File: config.mk
export PLATFORM = sky130hd
export DESIGN_NAME = div
export DESIGN_NICKNAME = d
export VERILOG_FILES = /design/src/rtl/div_pkg.sv /design/src/rtl/div_step.sv /design/src/rtl/div.sv
export SDC_FILE = /design/constraint.sdc
export NUM_CORES = 1
export LEC_CHECK = 0
export ABC_AREA = 1
export CAP_MARGIN = 25
export CELL_PAD_IN_SITES_DETAIL_PLACEMENT = 0
export CELL_PAD_IN_SITES_GLOBAL_PLACEMENT = 2
export CORE_UTILIZATION = 28
export DETAILED_ROUTE_END_ITERATION = 10
export PLACE_DENSITY = 0.82
export SLEW_MARGIN = 20
export SYNTH_ARGS = -nofsm -noshare
export SYNTH_HDL_FRONTEND = slang
export SYNTH_HIERARCHICAL = 1
export SYNTH_SLANG_ARGS = --single-unit
File: constraint.sdc
create_clock -name clk -period 6.2 [get_ports clk]
set_input_delay 0.93 -clock clk [delete_from_list [all_inputs] [get_ports clk]]
set_output_delay 0.93 -clock clk [all_outputs]
set_load 0.02 [all_outputs]
File: src/rtl/div_pkg.sv
// div_pkg: shared width, counter and FSM state definitions
// for the sequential restoring divider.
package div_pkg;

  localparam int DIV_WIDTH = 24;
  localparam int DIV_CNT_W = $clog2(DIV_WIDTH + 1);

  typedef enum logic [1:0] {
    IDLE,
    CALC,
    DONE
  } div_state_t;

endpackage

File: src/rtl/div_step.sv
// div_step: one combinational restoring-division step.
// Ports: r_i/q_i/divisor_i in, r_o/q_o next partial state.
module div_step #(
  parameter int W = 24
) (
  input  logic [W:0]   r_i,
  input  logic [W-1:0] q_i,
  input  logic [W-1:0] divisor_i,
  output logic [W:0]   r_o,
  output logic [W-1:0] q_o
);

  logic [W:0]   r_sh;
  logic [W-1:0] q_sh;
  logic [W:0]   d_ext;

  assign r_sh  = {r_i[W-1:0], q_i[W-1]};
  assign q_sh  = {q_i[W-2:0], 1'b0};
  assign d_ext = {1'b0, divisor_i};

  always_comb begin
    r_o = r_sh;
    q_o = q_sh;
    if (r_sh >= d_ext) begin
      r_o = r_sh - d_ext;
      q_o = {q_sh[W-1:1], 1'b1};
    end
  end

endmodule

File: src/rtl/div.sv
// div: 24-bit unsigned sequential divider, one quotient bit
// per clock, start/busy/done handshake, divide-by-zero flag.
// Ports: clk, rst_n, start, dividend, divisor in;
//        busy, done, quotient, remainder, div_by_zero out.
module div
  import div_pkg::*;
#(
  parameter int WIDTH = DIV_WIDTH
) (
  input  logic             clk,
  input  logic             rst_n,
  input  logic             start,
  input  logic [WIDTH-1:0] dividend,
  input  logic [WIDTH-1:0] divisor,
  output logic             busy,
  output logic             done,
  output logic [WIDTH-1:0] quotient,
  output logic [WIDTH-1:0] remainder,
  output logic             div_by_zero
);

  localparam int CW = $clog2(WIDTH + 1);

  div_state_t       state_q, state_d;
  logic [CW-1:0]    cnt_q, cnt_d;
  logic [WIDTH:0]   r_q, r_d;
  logic [WIDTH-1:0] q_q, q_d;
  logic [WIDTH-1:0] dvs_q, dvs_d;
  logic [WIDTH-1:0] quo_q, quo_d;
  logic [WIDTH-1:0] rem_q, rem_d;
  logic             dbz_q, dbz_d;

  logic [WIDTH:0]   step_r;
  logic [WIDTH-1:0] step_q;

  div_step #(
    .W(WIDTH)
  ) u_step (
    .r_i      (r_q),
    .q_i      (q_q),
    .divisor_i(dvs_q),
    .r_o      (step_r),
    .q_o      (step_q)
  );

  always_ff @(posedge clk or negedge rst_n) begin
    if (!rst_n) begin
      state_q <= IDLE;
      cnt_q   <= '0;
      r_q     <= '0;
      q_q     <= '0;
      dvs_q   <= '0;
      quo_q   <= '0;
      rem_q   <= '0;
      dbz_q   <= 1'b0;
    end else begin
      state_q <= state_d;
      cnt_q   <= cnt_d;
      r_q     <= r_d;
      q_q     <= q_d;
      dvs_q   <= dvs_d;
      quo_q   <= quo_d;
      rem_q   <= rem_d;
      dbz_q   <= dbz_d;
    end
  end

  always_comb begin
    state_d = state_q;
    cnt_d   = cnt_q;
    r_d     = r_q;
    q_d     = q_q;
    dvs_d   = dvs_q;
    quo_d   = quo_q;
    rem_d   = rem_q;
    dbz_d   = dbz_q;
    unique case (state_q)
      IDLE, DONE: begin
        if (start) begin
          if (divisor != '0) begin
            state_d = CALC;
            q_d     = dividend;
            r_d     = '0;
            cnt_d   = CW'(WIDTH);
            dvs_d   = divisor;
            dbz_d   = 1'b0;
          end else begin
            // Zero divisor finishes at once, no iteration.
            state_d = DONE;
            quo_d   = '1;
            rem_d   = dividend;
            dbz_d   = 1'b1;
          end
        end else if (state_q == DONE) begin
          state_d = IDLE;
        end
      end
      CALC: begin
        r_d   = step_r;
        q_d   = step_q;
        cnt_d = cnt_q - CW'(1);
        if (cnt_q == CW'(1)) begin
          state_d = DONE;
          quo_d   = step_q;
          rem_d   = step_r[WIDTH-1:0];
        end
      end
      default: state_d = IDLE;
    endcase
  end

  assign busy        = (state_q == CALC);
  assign done        = (state_q == DONE);
  assign quotient    = quo_q;
  assign remainder   = rem_q;
  assign div_by_zero = dbz_q;

endmodule

==> impl_metrics.tcl <==
set metrics [dict create \
    firstDrtPassIters 5 \
    cpMaxStageDelayCell "nor2_4" \
    fin_crit_sh 0.529 \
    clk_latency_ps 440 \
    drive_gt1_frac 0.0496 \
    place.gp.congestion 0.824 \
    rrSetupSlack_ps 2920 \
    fp.coreArea_um2 28800 \
    min_path_type "input pin to asynchronous set/reset pin" \
    crit_end "remainder[16]$_DFFE_PN0P_" \
    cts_tree "yes" \
    r2r_end "remainder[16]$_DFFE_PN0P_" \
    cpPeakStageDelay_ps 620 \
    critPathKind "flip-flop to flip-flop" \
    pre_cts_ws_ps 2500 \
    synth.avg_cell_area_um2 6.70 \
    synthCells 1223 \
    p_leak_nw 5.41 \
    root_buffer "clkbuf_16" \
    clockBufferDepth 2 \
    start_util 0.285 \
    grt_pass1_wl_um 40700 \
    vias 7440 \
    postCtsSetupBuffers 0 \
    grt_use_total 0.172 \
    setup_viol 0 \
    r2r-start "r_q[14]$_DFFE_PN0P_" \
    first_global_vias 7401 \
    fp.dieW_um 173 \
    crit_chain "ha_1, nand2_2, inv_1, nand2_1, nand2_1, a21oi_2, nor2_1, nor2_4, nand2_4, nand2_1, nand2_1, nand2_1, nand2_1, nand3_1, nand2_1" \
    first_iter_violations 622 \
    drt_wl_total_um 24800 \
    met3_length_um 638 \
    startpoint_type "flip-flop" \
    postRouteAntennaNets 0 \
    arrival_ps 3600 \
    antenna_found_initial 0 \
    tightest_slew_ps 774 \
    nNetsFinal 1357 \
    rsz0062_at_grt "no" \
    max_freq_ghz 0.305 \
    post_drt_via_cell_ratio 4.44 \
    grt_start_max_net_pins 73 \
    dp.final_hpwl_um 17800 \
    cp-end-kind "flip-flop" \
    cts_resized 0 \
    vdd_ir_drop_max_uv 307 \
    cts_buffers 17 \
    slew-limit-headroom 0.483 \
    ios 102 \
    max_cap_violations 0 \
    clk_pin_slew_ps 60 \
    gr-total-overflow 0 \
    wl_met2_um 11200 \
    whs_ps 452 \
    status "complete, no violations" \
    rows 62 \
    synth_fp_nets 1301 \
    syn_area_um2 8200 \
    clock_skew_ps 26.6 \
    drt-met1-wl_um 12700 \
    wire_per_inst_um 14.8 \
    cts_max_level 4 \
    hold_viol 0 \
    numPortBuffers 101 \
    path_common_cell "nand2_1" \
    antenna_cells 0 \
    hold_buffers 0 \
    critPathLaunch "r_q[14]$_DFFE_PN0P_" \
    r2r_cells 15 \
    yosys_warnings 6 \
    fin_crit_ps 3280 \
    top_layer "met4" \
    fin_setup_tns_ps 0 \
    crit_required_ps 6520 \
    area_growth_pct 21.0 \
    die_height_um 173 \
    clock_sinks 128 \
    p_per_area_nw_per_um2 660 \
    maxSlewViolCount 0 \
    worstPathMaxFanout 25 \
    drc 0 \
    die_area_um2 30000 \
    fillers 3145 \
    setup_ws_ps 2920 \
]
state kept, by name, summed over array words and instances (netlist names):
signal / flops
cnt_q: 5
div_by_zero: 1
q_q: 24
remainder: 24
r_q: 24
state_q: 2
quotient: 24
dvs_q: 24
report_power, final:
group / switching (mW) / internal [mW] / total (mW)
Sequential: 0.255 / 1.24 / 1.50
Clock: 0.419 / 0.585 / 1.00
Combinational: 2.68 / 1.35 / 4.04
layout by cell type, fill, tap and decap left out, types with 2 or more instances in the layout:
cell type / n
nand2_1: 543
inv_1: 155
nand3_1: 150
dfrtp_1: 128
clkdlybuf4s50_1: 100
nor2_1: 48
o21ai_0: 38
ha_1: 26
clkbuf_16: 17
xor2_1: 11
a21oi_1: 9
nand4_1: 8
buf_4: 8
nand2_2: 5
nor2_2: 4
inv_2: 3
inv_6: 3
clkinvlp_4: 3
clkbuf_8: 3
nand2_4: 2
a31oi_1: 2
clkinv_4: 2
clkinv_2: 2
nor3_4: 2
nor2_4: 2
nand3_2: 2
worst max-delay path, delay by kind of cell, from the launching register on:
family / cells / cell delay (ps)
AO/OA/AOI/OAI: 1 / 180
adder cells (fa/ha/maj): 1 / 410
buffers and inverters: 1 / 70
flip-flops: 1 / 430
AND/OR/NAND/NOR: 12 / 2040
final cells by class:
| cell class | instances | area [µm²] | share of cell area |
|---|---|---|---|
| clock buffer | 20 | 467 | 0.0471 |
| clock inverter | 11 | 106 | 0.0107 |
| inverter | 158 | 593 | 0.0598 |
| multi-input combinational | 864 | 3970 | 0.400 |
| sequential | 128 | 3200 | 0.323 |
| tap | 384 | 480 | 0.0485 |
| timing repair buffer | 110 | 1100 | 0.111 |
per-layer routing:
layer / up-vias / track usage
met2: 107 / 0.278
met5: - / 0
met3: 12 / 0.0242
met1: 3473 / 0.242
met4: 0 / 0.0413
li1: 3848 / -
worst min path at each step:
stage               slack, ps                 startpoint                   endpoint  cells past startpoint
global placement          460   remainder[3]$_DFFE_PN0P_   remainder[3]$_DFFE_PN0P_                      2
global route              490  remainder[10]$_DFFE_PN0P_  remainder[10]$_DFFE_PN0P_                      2
CTS                       470   quotient[19]$_DFFE_PN0P_   quotient[19]$_DFFE_PN0P_                      2
floorplan                 450      dvs_q[10]$_DFFE_PN0P_      dvs_q[10]$_DFFE_PN0P_                      2
detailed placement        460   quotient[19]$_DFFE_PN0P_   quotient[19]$_DFFE_PN0P_                      2
finish                    450                      rst_n   quotient[11]$_DFFE_PN0P_                      1
metrics by stage:
| step | instances | power [mW] | cell area (µm²) | util |
|---|---|---|---|---|
| 6_report | 1675 | 6.54 | 9910 | 0.344 |
| 5_1_grt | 1675 | 7.22 | 9910 | 0.344 |
| 4_1_cts | 1674 | 6.63 | 9890 | 0.344 |
| 3_5_place_dp | 1643 | 5.59 | 9310 | 0.324 |
| 3_3_place_gp | 1643 | 5.57 | 9310 | 0.324 |
| 2_1_floorplan | 1223 | 4.47 | 8200 | - |
(Power assumes the default switching activity.)
